<file path="src/rtl/fetch_stage.sv">
`default_nettype none
// +------------------------------------------------------------------+
// | fetch_stage : IF stage with request/valid imem port and IF/ID    |
// | Revision    : 1.0                                                |
// +------------------------------------------------------------------+
module fetch_stage #(
  parameter logic [3:0] HLT_OP = 4'hF
) (
  input  logic        clk,
  input  logic        rst,
  input  logic [15:0] nxt_addr,
  input  logic        taken,
  input  logic        stall,
  output logic        imem_req,
  output logic [15:0] imem_addr,
  input  logic [15:0] imem_rdata,
  input  logic        imem_valid,
  output logic [15:0] curr_addr,
  output logic        ifid_valid,
  output logic [15:0] ifid_instr,
  output logic [15:0] ifid_pc,
  output logic        halted
);

  typedef enum logic [1:0] {
    S_REQ     = 2'd0,
    S_DISCARD = 2'd1,
    S_FULL    = 2'd2,
    S_HALT    = 2'd3
  } state_t;

  state_t      r_state;
  logic [15:0] r_pc;
  logic [15:0] r_hold;
  logic        r_ifid_valid;
  logic [15:0] r_ifid_instr;
  logic [15:0] r_ifid_pc;
  logic [15:0] w_pc_inc;
  logic        w_outstanding;

  assign w_pc_inc = r_pc + 16'd2;
  // A response is still owed after this cycle if one was pending and none arrived.
  assign w_outstanding = ((r_state == S_REQ) || (r_state == S_DISCARD)) && !imem_valid;

  always_ff @(posedge clk) begin
    if (rst) begin
      r_state      <= S_REQ;
      r_pc         <= 16'h0000;
      r_hold       <= 16'h0000;
      r_ifid_valid <= 1'b0;
      r_ifid_instr <= 16'h0000;
      r_ifid_pc    <= 16'h0000;
    end else if (taken) begin
      r_pc         <= nxt_addr;
      r_ifid_valid <= 1'b0;
      r_hold       <= 16'h0000;
      r_state      <= w_outstanding ? S_DISCARD : S_REQ;
    end else begin
      unique case (r_state)
        S_REQ: begin
          if (imem_valid) begin
            if (stall) begin
              r_hold  <= imem_rdata;
              r_state <= S_FULL;
            end else begin
              r_ifid_valid <= 1'b1;
              r_ifid_instr <= imem_rdata;
              r_ifid_pc    <= r_pc;
              r_pc         <= w_pc_inc;
              r_state      <= (imem_rdata[15:12] == HLT_OP) ? S_HALT : S_REQ;
            end
          end else if (!stall) begin
            r_ifid_valid <= 1'b0;
          end
        end
        S_FULL: begin
          if (!stall) begin
            r_ifid_valid <= 1'b1;
            r_ifid_instr <= r_hold;
            r_ifid_pc    <= r_pc;
            r_pc         <= w_pc_inc;
            r_state      <= (r_hold[15:12] == HLT_OP) ? S_HALT : S_REQ;
          end
        end
        S_DISCARD: begin
          if (imem_valid) begin
            r_state <= S_REQ;
          end
        end
        S_HALT: begin
          r_state <= S_HALT;
        end
        default: begin
          r_state <= S_REQ;
        end
      endcase
    end
  end

  assign imem_req   = ((r_state == S_REQ) || (r_state == S_DISCARD)) && !rst;
  assign halted     = (r_state == S_HALT) && !rst;
  assign imem_addr  = r_pc;
  assign curr_addr  = r_pc;
  assign ifid_valid = r_ifid_valid;
  assign ifid_instr = r_ifid_instr;
  assign ifid_pc    = r_ifid_pc;

endmodule
`default_nettype wire

</file>
<file path="config.mk">
export PLATFORM = sky130hd
export DESIGN_NAME = fetch_stage
export DESIGN_NICKNAME = d
export VERILOG_FILES = /design/src/rtl/fetch_stage.sv
export SDC_FILE = /design/constraint.sdc
export NUM_CORES = 1
export LEC_CHECK = 0
export ABC_AREA = 1
export CORE_MARGIN = 4
export CORE_UTILIZATION = 49
export DETAILED_ROUTE_END_ITERATION = 12
export PLACE_DENSITY = 0.85
export SYNTH_ARGS = -nofsm -noshare
export SYNTH_HDL_FRONTEND = slang
export SYNTH_SLANG_ARGS = --single-unit
</file>
<file path="constraint.sdc">
create_clock -name clk -period 2.7 [get_ports clk]
set_input_delay 0.405 -clock clk [delete_from_list [all_inputs] [get_ports clk]]
set_output_delay 0.405 -clock clk [all_outputs]
set_load 0.01 [all_outputs]
</file>
# Word level (Yosys, flattened, before mapping)
# Index checks and enable logic that the tools add are counted.
dict set report op_classes {
  n_eq_ne 12
  bitwise_logic 1
  addsub 1
  n_reduce_logical 16
  muxes 24
}
# operator count
set op_table {}
lappend op_table {{16-bit two-way mux} 8}
lappend op_table {{16-bit one-hot mux with 2 select lines} 3}
lappend op_table {{16-bit by 2-bit adder with 16-bit output (second input constant)} 1}
lappend op_table {{2-bit two-way mux} 7}
lappend op_table {{3-bit != test (second input constant)} 4}
lappend op_table {{3-bit AND reduction} 3}
lappend op_table {{4-bit equality test (second input constant)} 2}
lappend op_table {{2-bit one-hot mux with 4 select lines} 1}
lappend op_table {{2-bit != test (second input constant)} 3}
lappend op_table {{5-bit AND reduction} 1}
lappend op_table {{2-bit equality test (second input constant)} 2}
lappend op_table {{1-bit two-way mux} 4}
lappend op_table {{2-bit AND reduction} 2}
lappend op_table {{1-bit logical AND} 3}
lappend op_table {{3-bit nonzero test} 1}
lappend op_table {{2-bit by 1-bit equality test with 1-bit output (second input constant)} 1}
lappend op_table {{1-bit zero test} 2}
lappend op_table {{2-bit zero test} 1}
lappend op_table {{1-bit one-hot mux with 2 select lines} 1}
lappend op_table {{2-bit nonzero test} 1}
lappend op_table {{2-bit OR reduction} 1}
lappend op_table {{1-bit logical OR} 1}
lappend op_table {{1-bit inverter} 1}
dict set report totals {
  register_bits 67
  output_inout_bits 67
  input_bits 37
}

# Depth between registers and ports, before layout
# Gate-level depths: netlist of run 1.
dict set report depth {
  depth_word 6
  ltp_mapped 10
  depth_no_buf 10
}

# Worst setup path before layout of run 1
# OpenSTA, ideal clock, no wires.
dict set report synth_path {
  path_type {reg-to-reg}
  startpoint {reg r_pc[2] (netlist: curr_addr[2])}
  endpoint {reg r_pc[11] (netlist: curr_addr[11])}
  setup_slack_ns 1.291
  synth_period_minus_slack_ns 1.409
  stages_incl_launch_ff 9
  setup_time_ns 0.132
  arrival_ns 1.276
  path_cell_list {dfxtp_1 > ha_1 > nand2_1 > inv_1 > nand2_1 > nor2_1 > nand3_1 > nand3_1 > a21oi_1}
}
dict set report synth_between {
  elab_chain_len 5
}
# element line
set synth_rtl {}
lappend synth_rtl {{start: declaration} 33} ;# logic [15:0] r_pc;
lappend synth_rtl {{start signal: assignment} 54} ;# r_pc <= nxt_addr;
lappend synth_rtl {{start signal: assignment} 69} ;# r_pc <= w_pc_inc;
lappend synth_rtl {{start signal: assignment} 81} ;# r_pc <= w_pc_inc;
lappend synth_rtl {{16-bit by 2-bit adder with 16-bit output *} 41} ;# assign w_pc_inc = r_pc + 16'd2;
lappend synth_rtl {{16-bit two-way mux *} {62, 77}}
lappend synth_rtl {{16-bit two-way mux} 61} ;# if (imem_valid) begin
lappend synth_rtl {{16-bit one-hot mux with 2 select lines *} 59} ;# unique case (r_state)
lappend synth_rtl {{16-bit two-way mux *} 53} ;# end else if (taken) begin
# Every way passes the cells marked *; elsewhere a longest branch is shown, timed or not. The select of a mux whose other input is x is not followed.
# A chain may end at the register's enable or synchronous reset.

# Final worst setup path of run 1
dict set report layout_path {
  startpoint {in rst}
  endpoint {out halted}
}
dict set report layout_between {
  elab_chain_len 2
}
# element line
set layout_rtl {}
lappend layout_rtl {{start: declaration} 10} ;# input logic rst,
lappend layout_rtl {{1-bit zero test} 101} ;# assign halted = (r_state == S_HALT) && !rst;
lappend layout_rtl {{1-bit logical AND} 101}
lappend layout_rtl {{end: declaration} 22} ;# output logic halted
# Every way passes these cells.

==> results of run 1 <==
[power by group]
group | switching, mW | internal (mW)
logic | 0.190 | 0.200
registers | 0.0456 | 1.04
clock network | 0.382 | 0.451
[per-stage QoR]
stage / power [mW] / setup slack, ns / utilization [%] / instances
3_3_place_gp: 1.485 / 0.3535 / 67.73 / 593
6_report: 2.305 / 0.4781 / 70.95 / 609
5_1_grt: 2.414 / 0.4303 / 70.95 / 609
4_1_cts: 2.316 / 0.4781 / 70.95 / 609
3_5_place_dp: 1.494 / 0.3155 / 67.73 / 593
2_1_floorplan: 1.298 / 1.291 / - / 443
[worst paths after layout]
path	to	slack, ns	cells past startpoint
hold reg to reg	r_hold[6]$_SDFFE_PP0P_	0.45	2
setup / recovery	halted	0.48	3
setup reg to reg	curr_addr[11]$_SDFFE_PP0P_	0.76	8
hold / removal	r_hold[6]$_SDFFE_PP0P_	0.45	2
[state kept, by name, indices dropped and copies added (netlist names)]
signal      flops
r_hold         16
ifid_pc        16
r_state         2
ifid_instr     16
ifid_valid      1
curr_addr      16
[placed cells by master, fill, tap and decap left out, drive strengths merged, types with 4 or more instances in the layout]
master,count
a31oi,12
o21ai,46
dfxtp,67
nor3,5
nand3,24
o21a,4
a21oi,40
buf,10
inv,39
nand4,4
clkbuf,12
nor2,46
clkdlybuf4s50,103
nand2,108
[cell families (layout without fill, tap and decap cells)]
| kind of cell | count (synthesis) | count (layout) | synth area share (%) |
|---|---|---|---|
| flops | 67 | 67 | 43.04 |
| buf+inv | 77 | 168 | 11.88 |
| xor+xnor | 3 | 3 | 0.8432 |
| compound gates | 107 | 107 | 18.47 |
| simple gates | 188 | 188 | 25.37 |
| fa+ha+maj | 1 | 1 | 0.4014 |
[worst max-delay path: stages]
cell	delay (ns)
sky130_fd_sc_hd__clkdlybuf4s50_1	0.61
sky130_fd_sc_hd__nor2_1	0.23
sky130_fd_sc_hd__clkdlybuf4s50_1	0.57
[cell type report]
type / count / share of cell area [%]
Timing Repair Buffer: 113 / 26.01
Clock inverter: 4 / 1.164
Inverter: 39 / 3.404
Tap cell: 75 / 2.182
Multi-Input combinational cell: 299 / 32.67
Clock buffer: 12 / 3.375
Sequential cell: 67 / 31.19
[metal layers]
layer	up-vias	track usage [%]
met5	-	0
met4	0	9.205
met3	12	6.303
met2	142	40.75
met1	1453	28.11
li1	1600	-
==> out/qor.txt, run 1 <==
================================================================================
Result of the run                                                   finished, final reports clean
Number of nets still failing antenna checks after routing                      0
Crit path arrival time                                                   1.82 ns
Met2 WL post-DR                                                          4154 um
Worst-path maximum fanout                                                      9
Placement-stage cell area                                              4105 um^2
Die Area                                                               7701 um^2
Share of flip-flops with an asynchronous set or reset                         0%
Number of vias after detailed routing                                       3207
Half-perimeter wire length after detailed placement                      6300 um
Total nets after synthesis                                                   481
Number of setup buffers added after CTS                                        0
Core region area                                                       6061 um^2
Number of antenna violations at the first check in global routing              0
Clock Sink Count                                                              67
Die H                                                                   87.76 um
Summed negative setup slack over all endpoints                              0 ns
Number of CTS-inserted buffers                                                 9
FILL cells                                                                   515
Number of global-route vias before repair                                   3115
Clock tree skew after final layout                                   0.007911 ns
Most common cell in the synthesized netlist                         sky130_fd_sc_hd__nand2_1
Cts repair resizes                                                             0
Number of hold buffers added after CTS                                         0
Final period demand of the worst path                                   2.222 ns
Setup crit end kind                                                  output port
Post-Synthesis Cell Area                                               3117 um^2
Post-synthesis instance total                                                443
Post-synthesis sequential area ratio                                      43.03%
Number of enable flip-flop cells after synthesis                               0
Area fraction of the dominant cell type after synthesis                   43.03%
Count of unique library cells instantiated by Yosys                           30
Total length of routed met3 wires                                         769 um
Horizontal die dimension                                                87.76 um
Top Metal Used                                                              met4
Leakage Power                                                           1.668 nW
Number of nets in the layout                                                 567
Detailed-route vias per instance                                           5.266
Number of remaining DRC errors                                                 0
Remaining Overflow, GRT                                                        0
Primary FF master, synth                                            sky130_fd_sc_hd__dfxtp_1
Global-route wire length before repair                                  14370 um
Maximum number of pins on one net before global-route repair                  36
Synthesized flop and latch total                                              67
Max capacitance violation total                                                0
Total routed wirelength                                                  8485 um
Final cycle utilization of the critical path                              82.29%
Cell area power density                                             536.0 nW/um^2
Wire length on met1                                                      3432 um
Diode count                                                                    0
Synth top area cells                                                sky130_fd_sc_hd__dfxtp_1, sky130_fd_sc_hd__nand2_1, sky130_fd_sc_hd__a21oi_1, sky130_fd_sc_hd__o21ai_0, sky130_fd_sc_hd__nor2_1
Total number of placement rows                                                28
Initial core utilization                                                  51.42%
Area growth from synthesis to layout                                      37.98%
Syn avg cell area                                                     7.036 um^2
Kind of critical path                                               primary input to output port
Area taken by flip-flops and latches                                   1341 um^2
Smallest hold slack                                                    0.4524 ns
Tightest slew margin relative to the limit                                37.81%
Crit Reg-Reg Startpoint                                             r_state[0]$_SDFFE_PP0P_
Unrepaired setup endpoints after global routing                            false
Routed len/inst                                                         13.93 um
Number of H-tree branching levels                                              3
Highest attainable clock frequency                                    0.4501 GHz
Hold violation count in the final report                                       0
Setup violations, final                                                        0
Number of DRC violations after detailed-routing iteration 0                  182
Number of max-slew violations in the final report                              0
Clk buf depth                                                                  2
Max VDD drop                                                           0.3806 mV
Synth area leader                                                   sky130_fd_sc_hd__dfxtp_1
Clock root buffer                                                   sky130_fd_sc_hd__clkbuf_8
HP Start                                                            r_hold[6]$_SDFFE_PP0P_
Least-Margin Pin Slew                                                  0.9294 ns
IO buf count                                                                 103
Skew-Pair Late Insertion Delay                                           0.34 ns
Worst path required time                                                 2.30 ns
Cell area after layout                                                 4300 um^2
List of most frequent post-synthesis cells                          sky130_fd_sc_hd__nand2_1, sky130_fd_sc_hd__dfxtp_1, sky130_fd_sc_hd__nor2_1, sky130_fd_sc_hd__a21oi_1
Synth warn                                                                     0
RD Place Congestion                                                       0.9506
Worst setup path start                                                       rst
Startpoint types                                                    primary input
Overall track demand over capacity in global routing                      23.70%
Number of iterations in the first detailed-routing pass                        4
Proportion of layout cells with a drive suffix above 1                    5.618%
Area of combinational cells with multiple inputs                       1405 um^2
Clock-pin transition on the worst setup and hold timing paths            0.07 ns
Clock tree from TritonCTS                                                  built
Top-level I/O count                                                          104
Path type of the worst min-delay path                               flip-flop to flip-flop
================================================================================
Power figures use the tool's default switching activity.
==> run 2: changes to the inputs <==
- CORE_UTILIZATION: 49 -> 41
- PLACE_DENSITY: 0.85 -> 0.76
- clock period: 2.7 -> 2 ns (I/O delays scaled with it)
==> run 2 against run 1 <==
Compared with the run above:
- flip-flop and latch count stayed put
- sequential share of layout area is 0.39 points lower
- cell count is 5.3% higher
- clock skew is 0.0048 ns higher
- register-to-register slack worse by 0.40 ns
- combinational power is 40% higher
- total power is 29% higher
- hold slack worse by 0.0045 ns
- non-clock buffer count is 8 higher
- wire length is 4.7% higher
- utilization is 11 points lower
- clock power is 17% higher
- critical path type is now flip-flop to output port
- largest cell class unchanged
- largest power group unchanged
==> out/qor.txt, run 2 (synthesis gave the netlist of run 1 again) <==
================================================================================
Result of the run                                                   finished, final reports clean
Overall track demand over capacity in global routing                      19.98%
Summed negative setup slack over all endpoints                              0 ns
Clock tree skew after final layout                                    0.01273 ns
Clk buf depth                                                                  2
Unrepaired setup endpoints after global routing                            false
Die H                                                                   95.19 um
Remaining Overflow, GRT                                                        0
Number of global-route vias before repair                                   3010
Clock Sink Count                                                              67
Total routed wirelength                                                  8885 um
Kind of critical path                                               flip-flop to output port
Crit path largest cell delay                                             0.54 ns
Worst path required time                                                 1.70 ns
Area taken by flip-flops and latches                                   1343 um^2
Area of combinational cells with multiple inputs                       1405 um^2
Final core utilization                                                    59.46%
Path type of the worst min-delay path                               flip-flop to flip-flop
Placement-stage cell area                                              4195 um^2
Number of iterations in the first detailed-routing pass                        5
Global-route wire length before repair                                  14150 um
Diode count                                                                    0
Setup crit end kind                                                  output port
Number of setup buffers added after CTS                                        0
Number of nets still failing antenna checks after routing                      0
Final cycle utilization of the critical path                              93.41%
Number of H-tree branching levels                                              3
Post-layout power                                                       2.981 mW
Buffer and inverter count on the worst path                                    1
Least-Margin Pin Slew                                                  0.3303 ns
Clock group share of total power                                           32.7%
Total number of placement rows                                                31
Crit path arrival time                                                   1.57 ns
Detailed-route vias per instance                                           5.000
Skew-Pair Late Insertion Delay                                           0.35 ns
Routed len/inst                                                         13.86 um
Max VDD drop                                                           0.3289 mV
Internal power component                                                2.132 mW
Number of CTS-inserted buffers                                                 9
Startpoint types                                                       flip-flop
Clock-pin transition on the worst setup and hold timing paths            0.08 ns
Number of nets in the layout                                                 575
Part of the total power dissipated in combinational logic                  18.3%
Cell-by-cell trace of the critical path                             nand2_1 > nor2_1 > clkdlybuf4s50_1
Number of max-slew violations in the final report                              0
Cell area after layout                                                 4359 um^2
Initial core utilization                                                  42.52%
Clock tree from TritonCTS                                                  built
Area growth from synthesis to layout                                      39.86%
Most frequent cells in the layout                                   sky130_fd_sc_hd__nand2_1, sky130_fd_sc_hd__clkdlybuf4s50_1, sky130_fd_sc_hd__dfxtp_1, sky130_fd_sc_hd__nor2_1, sky130_fd_sc_hd__a21oi_1
Number of antenna violations at the first check in global routing              0
Clock root buffer                                                   sky130_fd_sc_hd__clkbuf_8
Tightest slew margin relative to the limit                                77.90%
Slowest CP cell                                                     sky130_fd_sc_hd__clkdlybuf4s50_1
Worst-path maximum fanout                                                      9
IO buf count                                                                 103
Die Area                                                               9061 um^2
Most common cell after layout, fill and taps aside                  sky130_fd_sc_hd__nand2_1
Maximum number of pins on one net before global-route repair                  36
Max capacitance violation total                                                0
Number of vias after detailed routing                                       3205
RD Place Congestion                                                       0.8970
Fraction of power spent switching nets                                    28.49%
Hold violation count in the final report                                       0
Setup violations, final                                                        0
Top-level I/O count                                                          104
Cell area power density                                             683.9 nW/um^2
Number of hold buffers added after CTS                                         0
Largest delay share family, worst path                              buffers and inverters
Half-perimeter wire length after detailed placement                      6530 um
Sequential power share                                                     49.0%
Highest attainable clock frequency                                    0.5353 GHz
Core region area                                                       7331 um^2
Horizontal die dimension                                                95.19 um
Number of remaining DRC errors                                                 0
Proportion of layout cells with a drive suffix above 1                    7.011%
Leakage Power                                                           1.699 nW
Number of DRC violations after detailed-routing iteration 0                  162
Final period demand of the worst path                                   1.868 ns
FILL cells                                                                   653
P_sw                                                                   0.8494 mW
================================================================================
run 2: timing repair:
action                                  CTS  global route
endpoints found under the hold margin     0             0
endpoints found under the setup margin    1             0
resized for setup                         1             0
run 2: layout make-up:
class / instances / share of cell area (%)
clock buffers: 12 / 3.100
clock inverters: 4 / 0.6315
inverters: 39 / 3.358
multi-input cells: 299 / 32.23
flip-flops and latches: 67 / 30.80
well taps: 99 / 2.842
repair buffers: 121 / 27.04
run 2: through the flow:
step	setup slack, ns	std cells	hold slack (ns)
finish	0.1319	641	0.4480
global route	0.07520	641	0.4691
CTS	0.1258	641	0.4478
detailed placement	0.02047	625	0.4367
global placement	0.1062	625	0.4311
floorplan	0.5914	443	0.4241
run 2: power groups by stage:
stage / logic, mW / registers (mW) / clock network, mW
after floorplan: 0.254 / 1.50 / 0
final: 0.545 / 1.46 / 0.976
after CTS: 0.548 / 1.46 / 0.994
after global placement: 0.534 / 1.49 / 0
after global routing: 0.599 / 1.47 / 1.03
after detailed placement: 0.545 / 1.49 / 0
run 2: worst register-to-register path: stages, from the launching register on:
cell	delay [ns]
sky130_fd_sc_hd__dfxtp_1	0.44
sky130_fd_sc_hd__ha_1	0.21
sky130_fd_sc_hd__nand2_1	0.07
sky130_fd_sc_hd__inv_1	0.08
sky130_fd_sc_hd__nand2_1	0.10
sky130_fd_sc_hd__nor2_1	0.31
sky130_fd_sc_hd__nand2_1	0.09
sky130_fd_sc_hd__nand2_1	0.07
sky130_fd_sc_hd__nand3_1	0.07
sky130_fd_sc_hd__a21oi_1	0.13
run 2: worst paths after layout:
check	start	end	slack, ns	cells past startpoint
min reg2reg	r_hold[6]$_SDFFE_PP0P_	r_hold[6]$_SDFFE_PP0P_	0.45	2
min	r_hold[6]$_SDFFE_PP0P_	r_hold[6]$_SDFFE_PP0P_	0.45	2
max	r_state[1]$_SDFFE_PP0P_	halted	0.13	3
max reg2reg	curr_addr[1]$_SDFFE_PP0P_	curr_addr[11]$_SDFFE_PP0P_	0.36	9
run 2: routing by layer:
metal	part of all wire [%]	track usage, %	up-vias
met5	0	0	-
met4	0.86	7.452	0
met3	8.2	5.288	8
met2	49	33.76	105
met1	42	24.28	1470
li1	-	-	1622
